===== config.mk =====
export PLATFORM = sky130hd
export DESIGN_NAME = cic_integrator_bank_flat
export DESIGN_NICKNAME = d
export VERILOG_FILES = /design/src/rtl/cic_integrator_bank_if.sv /design/src/rtl/cic_integrator_bank.sv /design/src/flat_wrapper.sv
export SDC_FILE = /design/constraint.sdc
export NUM_CORES = 1
export LEC_CHECK = 0
export CAP_MARGIN = 20
export CORE_MARGIN = 5
export CORE_UTILIZATION = 56
export DETAILED_ROUTE_END_ITERATION = 8
export PLACE_DENSITY_LB_ADDON = 0.25
export SYNTH_ARGS = -nofsm -noshare
export SYNTH_HDL_FRONTEND = slang
export SYNTH_SLANG_ARGS = --single-unit

===== constraint.sdc =====
create_clock -name clk -period 11.6 [get_ports clk]
set_input_delay 2.32 -clock clk [delete_from_list [all_inputs] [get_ports clk]]
set_output_delay 2.32 -clock clk [all_outputs]
set_load 0.02 [all_outputs]

===== src/rtl/cic_integrator_bank_if.sv =====
// Sample stream bundle for cic_integrator_bank: input samples, backpressure and integrated output.
// The clear line exists only when CIC_INT_CLEAR_EN is defined.
interface cic_integrator_bank_if #(
  parameter int IN_BITS  = 10,
  parameter int OUT_BITS = 22,
  parameter int CH       = 4
);
  localparam int CH_BITS = (CH > 1) ? $clog2(CH) : 1;

  logic [IN_BITS-1:0]  stream_in;
  logic [CH_BITS-1:0]  channel_in;
  logic                valid;
  logic                stall;
  logic                accept;
  logic [OUT_BITS-1:0] stream_out;
  logic [CH_BITS-1:0]  channel_out;
  logic                ready;
`ifdef CIC_INT_CLEAR_EN
  logic                clear;

  modport master (output stream_in, channel_in, valid, stall, clear,
                  input  accept, stream_out, channel_out, ready);
  modport slave  (input  stream_in, channel_in, valid, stall, clear,
                  output accept, stream_out, channel_out, ready);
`else
  modport master (output stream_in, channel_in, valid, stall,
                  input  accept, stream_out, channel_out, ready);
  modport slave  (input  stream_in, channel_in, valid, stall,
                  output accept, stream_out, channel_out, ready);
`endif
endinterface


===== src/rtl/cic_integrator_bank.sv =====
// Time-multiplexed M-stage CIC integrator cascade with CH independent channel states per stage.
// Optional synchronous clear input enabled by defining CIC_INT_CLEAR_EN.
module cic_integrator_bank #(
  parameter int M        = 3,
  parameter int IN_BITS  = 10,
  parameter int OUT_BITS = 22,
  parameter int CH       = 4
) (
  input logic                 clk,
  input logic                 rst,
  cic_integrator_bank_if.slave bus
);
  localparam int CH_BITS = (CH > 1) ? $clog2(CH) : 1;

  function automatic logic [OUT_BITS-1:0] sign_extend(input logic [IN_BITS-1:0] v);
    return OUT_BITS'(signed'(v));
  endfunction

  logic [OUT_BITS-1:0] acc_r  [M][CH];
  logic [OUT_BITS-1:0] data_r [M];
  logic [CH_BITS-1:0]  chan_r [M];
  logic [M-1:0]        vld_r;

  logic [OUT_BITS-1:0] x_s   [M];
  logic [CH_BITS-1:0]  xc_s  [M];
  logic [M-1:0]        xv_s;
  logic [OUT_BITS-1:0] sum_s [M];

  // Stage inputs and per-stage read-modify-write sums (wrapping adds, no saturation)
  always_comb begin
    logic [OUT_BITS-1:0] sel;
    x_s[0]  = sign_extend(bus.stream_in);
    xc_s[0] = bus.channel_in;
    // Out-of-range channel indices are treated as no sample at all
    xv_s[0] = bus.valid && (32'(bus.channel_in) < 32'(CH));
    for (int m = 1; m < M; m++) begin
      x_s[m]  = data_r[m-1];
      xc_s[m] = chan_r[m-1];
      xv_s[m] = vld_r[m-1];
    end
    for (int m = 0; m < M; m++) begin
      sel = '0;
      for (int c = 0; c < CH; c++) begin
        if (xc_s[m] == CH_BITS'(c)) begin
          sel = acc_r[m][c];
        end else begin
          sel = sel;
        end
      end
      sum_s[m] = sel + x_s[m];
    end
  end

  // Accumulator and pipeline state; stall freezes every register
  always_ff @(posedge clk or posedge rst) begin
    if (rst) begin
      for (int m = 0; m < M; m++) begin
        for (int c = 0; c < CH; c++) begin
          acc_r[m][c] <= '0;
        end
        data_r[m] <= '0;
        chan_r[m] <= '0;
      end
      vld_r <= '0;
    end
`ifdef CIC_INT_CLEAR_EN
    else if (bus.clear) begin
      for (int m = 0; m < M; m++) begin
        for (int c = 0; c < CH; c++) begin
          acc_r[m][c] <= '0;
        end
        data_r[m] <= '0;
        chan_r[m] <= '0;
      end
      vld_r <= '0;
    end
`endif
    else if (!bus.stall) begin
      for (int m = 0; m < M; m++) begin
        if (xv_s[m]) begin
          for (int c = 0; c < CH; c++) begin
            if (xc_s[m] == CH_BITS'(c)) begin
              acc_r[m][c] <= sum_s[m];
            end
          end
          data_r[m] <= sum_s[m];
          chan_r[m] <= xc_s[m];
          vld_r[m]  <= 1'b1;
        end else begin
          vld_r[m]  <= 1'b0;
        end
      end
    end
  end

  assign bus.accept      = !bus.stall;
  assign bus.stream_out  = data_r[M-1];
  assign bus.channel_out = chan_r[M-1];
  assign bus.ready       = vld_r[M-1];
endmodule

===== src/flat_wrapper.sv =====
// flat-port wrapper written by rule: the top's interface ports become plain ports
module cic_integrator_bank_flat 
#(
  parameter int M        = 3,
  parameter int IN_BITS  = 10,
  parameter int OUT_BITS = 22,
  parameter int CH       = 4
)
  (clk, rst, bus_stream_in, bus_channel_in, bus_valid, bus_stall, bus_accept, bus_stream_out, bus_channel_out, bus_ready);
  cic_integrator_bank_if #(.IN_BITS(IN_BITS), .OUT_BITS(OUT_BITS), .CH(CH)) bus_i ();
  input logic clk;
  input logic rst;
  input wire logic [$bits(bus_i.stream_in)-1:0] bus_stream_in;
  input wire logic [$bits(bus_i.channel_in)-1:0] bus_channel_in;
  input wire logic [$bits(bus_i.valid)-1:0] bus_valid;
  input wire logic [$bits(bus_i.stall)-1:0] bus_stall;
  output wire logic [$bits(bus_i.accept)-1:0] bus_accept;
  output wire logic [$bits(bus_i.stream_out)-1:0] bus_stream_out;
  output wire logic [$bits(bus_i.channel_out)-1:0] bus_channel_out;
  output wire logic [$bits(bus_i.ready)-1:0] bus_ready;
  assign bus_i.stream_in = bus_stream_in;
  assign bus_i.channel_in = bus_channel_in;
  assign bus_i.valid = bus_valid;
  assign bus_i.stall = bus_stall;
  assign bus_accept = bus_i.accept;
  assign bus_stream_out = bus_i.stream_out;
  assign bus_channel_out = bus_i.channel_out;
  assign bus_ready = bus_i.ready;
  cic_integrator_bank #(.M(M), .IN_BITS(IN_BITS), .OUT_BITS(OUT_BITS), .CH(CH)) u_core (.clk(clk), .rst(rst), .bus(bus_i));
endmodule

# Yosys cells after proc, flatten, opt, wreduce, memory -nomap -nowiden
# Index checks and enable logic that the tools add are counted.
# word_totals
reg_bits,339
in_bits,16
output_inout_bits,26
word_cells,66
# op_classes
add_sub_neg,3
eq_ne,9
muxes,15
bitwise,1
n_reduce_logical,19
# ops
cell,n
2-to-1 mux 22 bit,12
adder 22 bit,3
AND reduction 3 bit,12
== test 2 bit (second input constant),6
== test 2 x 1 -> 1 bit (second input constant),3
logical NOT 2 bit,3
AND reduction 2 bit,3
2-to-1 mux 1 bit,3
logical NOT 1 bit,1
NOT 1 bit,1

# Logic depth before layout (Yosys ltp)
# depth
ltp_word,6
depth_mapped,13

# Worst setup path after synthesis
# OpenSTA, ideal clock, no wires.
# synth_timing
path_type,input to register
from,in bus_channel_in[1]
to,reg u_core.acc_r[192] (netlist bit)
setup_time_ps,134
t_arrival_ps,5618
t_required_ps,11466
path_slack_ps,5848
path_stages,13
n_path_buf,3
cell_sequence,buf_2 clkbuf_1 clkbuf_1 mux4_2 ha_1 fa_1 a21o_1 a221oi_1 o21ai_2 a21oi_2 o21ai_1 xnor2_1 o21ai_0
# synth_between
elab_chain_cells,6
word_cells_on_any_way,10
# synth_lines
item,line,source
from (decl),flat_wrapper.sv:14,input wire logic [$bits(bus_i.channel_in)-1:0] bus_channel_in;
logical NOT 2 bit,cic_integrator_bank.sv:44,if (xc_s[m] == CH_BITS'(c)) begin
2-to-1 mux 22 bit (4 in a row),cic_integrator_bank.sv:44,
adder 22 bit,cic_integrator_bank.sv:50,sum_s[m] = sel + x_s[m];
"to (signal, indexed assignment)",cic_integrator_bank.sv:83,acc_r[m][c] <= sum_s[m];
to (decl),cic_integrator_bank.sv:19,logic [OUT_BITS-1:0] acc_r [M][CH];
# Parallel ways exist; a longest one is shown, timed or not.
# A chain may end at the register's enable or synchronous reset.

# Worst setup path in the final report
# layout_timing
from,in bus_stall
to,out bus_accept
# layout_between
elab_chain_cells,1
# layout_lines
item,line,source
from (decl),flat_wrapper.sv:16,input wire logic [$bits(bus_i.stall)-1:0] bus_stall;
logical NOT 1 bit,--,
to (decl),flat_wrapper.sv:17,output wire logic [$bits(bus_i.accept)-1:0] bus_accept;
# No other way between the ends.

==> impl_metrics.ini <==
[run_status]
status = complete, no violations

[synth]
syn-num-nets = 1757
synth_most_common_cell = nand2_1
synthesis.instances = 1672
synth_area_leaders = dfrtp_1 50%, o21ai_0 9.4%, mux4_2 8.7%, nand2_1 8.6%, ha_1 4.9%
yosysWarnings = 0
yosys.area.top_type_share_pct = 49.87
synth_edf_count = 0
synth_top_area_cell = dfrtp_1
synth_ff_type = dfrtp_1
avgSynthCellArea_um2 = 10.17
netlist-cell-type-count = 66
synthTopCellsByCount = 389 x nand2_1, 339 x dfrtp_1, 319 x o21ai_0, 83 x clkbuf_1
syn_area_um2 = 17010
async_reset_ff_share_pct = 100.0
ys_seq_area_share_pct = 49.87
ys_ff_latch = 339

[routing]
vias_per_cell = 5.877
postRouteAntennaNets = 0
drt-initial-drc-count = 770
wire_per_inst_um = 17.73
wl_um = 36650
route.detailed.drc = 0
firstDrtPassIters = 5
vias = 12150

[critical_path]
cpMostUsedCell = clkdlybuf4s50_1
reg2reg_from = u_core.chan_r[2]$_DFFE_PP0P_
rr_endpoint = u_core.acc_r[42]$_DFFE_PP0P_
critPathCaptureType = primary output
cp.arrival_ns = 3.58
path_cells = clkdlybuf4s50_1 -> inv_2 -> clkdlybuf4s50_1
worst_ep_required_time_ns = 9.28
cp_top_family = buffers and inverters
worst-path-max-fanout = 7
path_buf_inv = 3
reg2reg_depth = 11
crit_path_start_kind = primary input
reg2reg_slack_ns = 7.50
slowest_stage = clkdlybuf4s50_1
crit_path_max_incr_delay_ns = 0.61
worstSetupPathType = primary input to primary output

[global_routing]
use_met2_pct = 37.35
use_met3_pct = 2.921
grt_max_degree = 169
antenna_found_initial = 0
use_met1_pct = 30.48
top_usage_layer = met2
grt_pass1_wl_um = 62120
overflow = 0
grt_util_all_layers_pct = 22.12
grt_pass1_vias = 12360

[worst_hold_path]
min_to = u_core.bus.stream_out[0]$_DFFE_PP0P_
holdPathStages = 2
worstHoldStart = u_core.bus.stream_out[0]$_DFFE_PP0P_
hold_class = flip-flop to flip-flop

[place]
placed_cells = 2002
gp_congestion = 0.8950
port_buffers = 41
dp_hpwl_um = 24270
place_area_um2 = 17530

[floorplan]
fp-row-count = 63
design.core.area_um2 = 29800
ios = 42
die_w_um = 184.3
die_h_um = 184.3
initial_core_util_pct = 57.09
die-area_um2 = 33960

[clocking]
cts_sinks = 339
clkTransAtPathRegs_ns = 0.06
cts_post_setup_buffers_inserted = 0
root_buffer = clkbuf_16
numCtsBuffers = 36
cts_tree = built
cts_hold_buf = 0
cts_resized = 0
cts_max_path_buffers = 3
clkLatencyLatePin_ns = 0.53
h-tree-depth = 2

[timing]
fmax_mhz = 169.4
hold_slack_ns = 0.4725
setup_violations = 0
finalHoldViolations = 0
fin_crit_ns = 5.902
tightest_slew_ns = 0.9277
rsz0062_at_grt = no
drv_slew = 0
finalClockSkew_ns = 0.02846
maxSlewHeadroom_pct = 38.15
tns_ns = 0
post-route-period-util_pct = 50.88

[finish]
drive_gt1_share_pct = 11.57
syn2layout_area_growth_pct = 10.38
finish.instance_area_um2 = 18780
antennaDiodeCount = 0
layout.nets = 1736
nFillCells = 2342
final_cell_count_no_fill = 2067

[flow_run]
cap_violations = 0

[power]
p_leak_uw = 0.008484
power.density_nw_per_um2 = 313.5
vdd_drop_max_v = 0.0001869
p_total_uw = 5885
[power breakdown]
| group | switching, uW | internal (uW) |
|---|---|---|
| Clock | 466 | 713 |
| Combinational | 1640 | 1060 |
| Sequential | 298 | 1710 |
| Total | 2400 | 3480 |
[tightest hold or removal path: stages (launching register included)]
cell	delay (ns)
dfrtp_1	0.33
nand2_1	0.05
nand2_1	0.06
[layout make-up]
cell class                 instances  area, um^2  share of cell area, %
sequential                       339        8483                  45.18
multi-input combinational       1193        7910                  42.13
clock buffer                      48        1026                  5.464
timing repair buffer              62       593.1                  3.159
tap                              390       488.0                  2.599
clock inverter                    16       200.2                  1.066
inverter                          19       75.07                 0.3998
[cells by family after synthesis]
family                     Yosys count  share of synthesized area, %
adders and majority gates           69                         5.208
and+or+nand+nor                    492                         11.72
AOI/OAI and AO/OA                  486                         16.29
muxes                               90                         10.30
DFF                                339                         49.87
xor gates and xnor gates            56                         2.928
buffers and inverters              140                         3.685
[flip-flops by register name, indices dropped and copies added (netlist names)]
name                    cells
u_core.acc_r              264
u_core.data_r              44
u_core.bus.stream_out      22
u_core.chan_r               4
u_core.vld_r                3
u_core.bus.channel_out      2
[metrics by stage]
step | utilization, % | setup WS (ns)
floorplan | - | 4.747
global placement | 58.83 | 5.460
detailed placement | 58.83 | 5.350
CTS | 62.95 | 5.686
global route | 63.01 | 5.632
finish | 63.01 | 5.698
[worst max path at each step]
stage	start	to	slack [ns]	cells after the start
floorplan	rst	u_core.acc_r[0]$_DFFE_PP0P_	4.75	1
detailed placement	bus_channel_in[0]	u_core.acc_r[214]$_DFFE_PP0P_	5.35	12
global route	bus_channel_in[0]	u_core.acc_r[192]$_DFFE_PP0P_	5.63	12
global placement	bus_channel_in[0]	u_core.acc_r[214]$_DFFE_PP0P_	5.46	12
CTS	bus_stall	bus_accept	5.69	3
finish	bus_stall	bus_accept	5.70	3
[layer usage]
layer  vias up  part of all wire [%]
met5         -                     0
met4         0                   2.4
li1       5824                     -
met1      6001                    45
met3        73                   4.1
met2       249                    49
[placed cells by master (no fill, tap or decap), drive strengths merged, types with 4 or more instances in the layout]
cell type | synthesis | final
a211o | 4 | 4
a211oi | 8 | 8
a21boi | 4 | 4
a21o | 13 | 13
a21oi | 68 | 68
a311o | 4 | 4
a31oi | 5 | 5
and3 | 5 | 5
buf | 38 | 21
bufinv | 0 | 4
clkbuf | 83 | 48
clkdlybuf4s50 | 0 | 41
clkinv | 0 | 9
dfrtp | 339 | 339
ha | 66 | 66
inv | 19 | 19
mux2 | 20 | 20
mux2i | 4 | 4
mux4 | 66 | 66
nand2 | 389 | 389
nand3 | 17 | 17
nand4 | 8 | 8
nor2 | 38 | 38
nor2b | 4 | 4
nor3 | 10 | 10
o211ai | 6 | 6
o21a | 7 | 7
o21ai | 328 | 328
o21bai | 8 | 8
o31ai | 8 | 8
or2 | 5 | 5
xnor2 | 30 | 30
xor2 | 26 | 26
(Power assumes the default switching activity.)
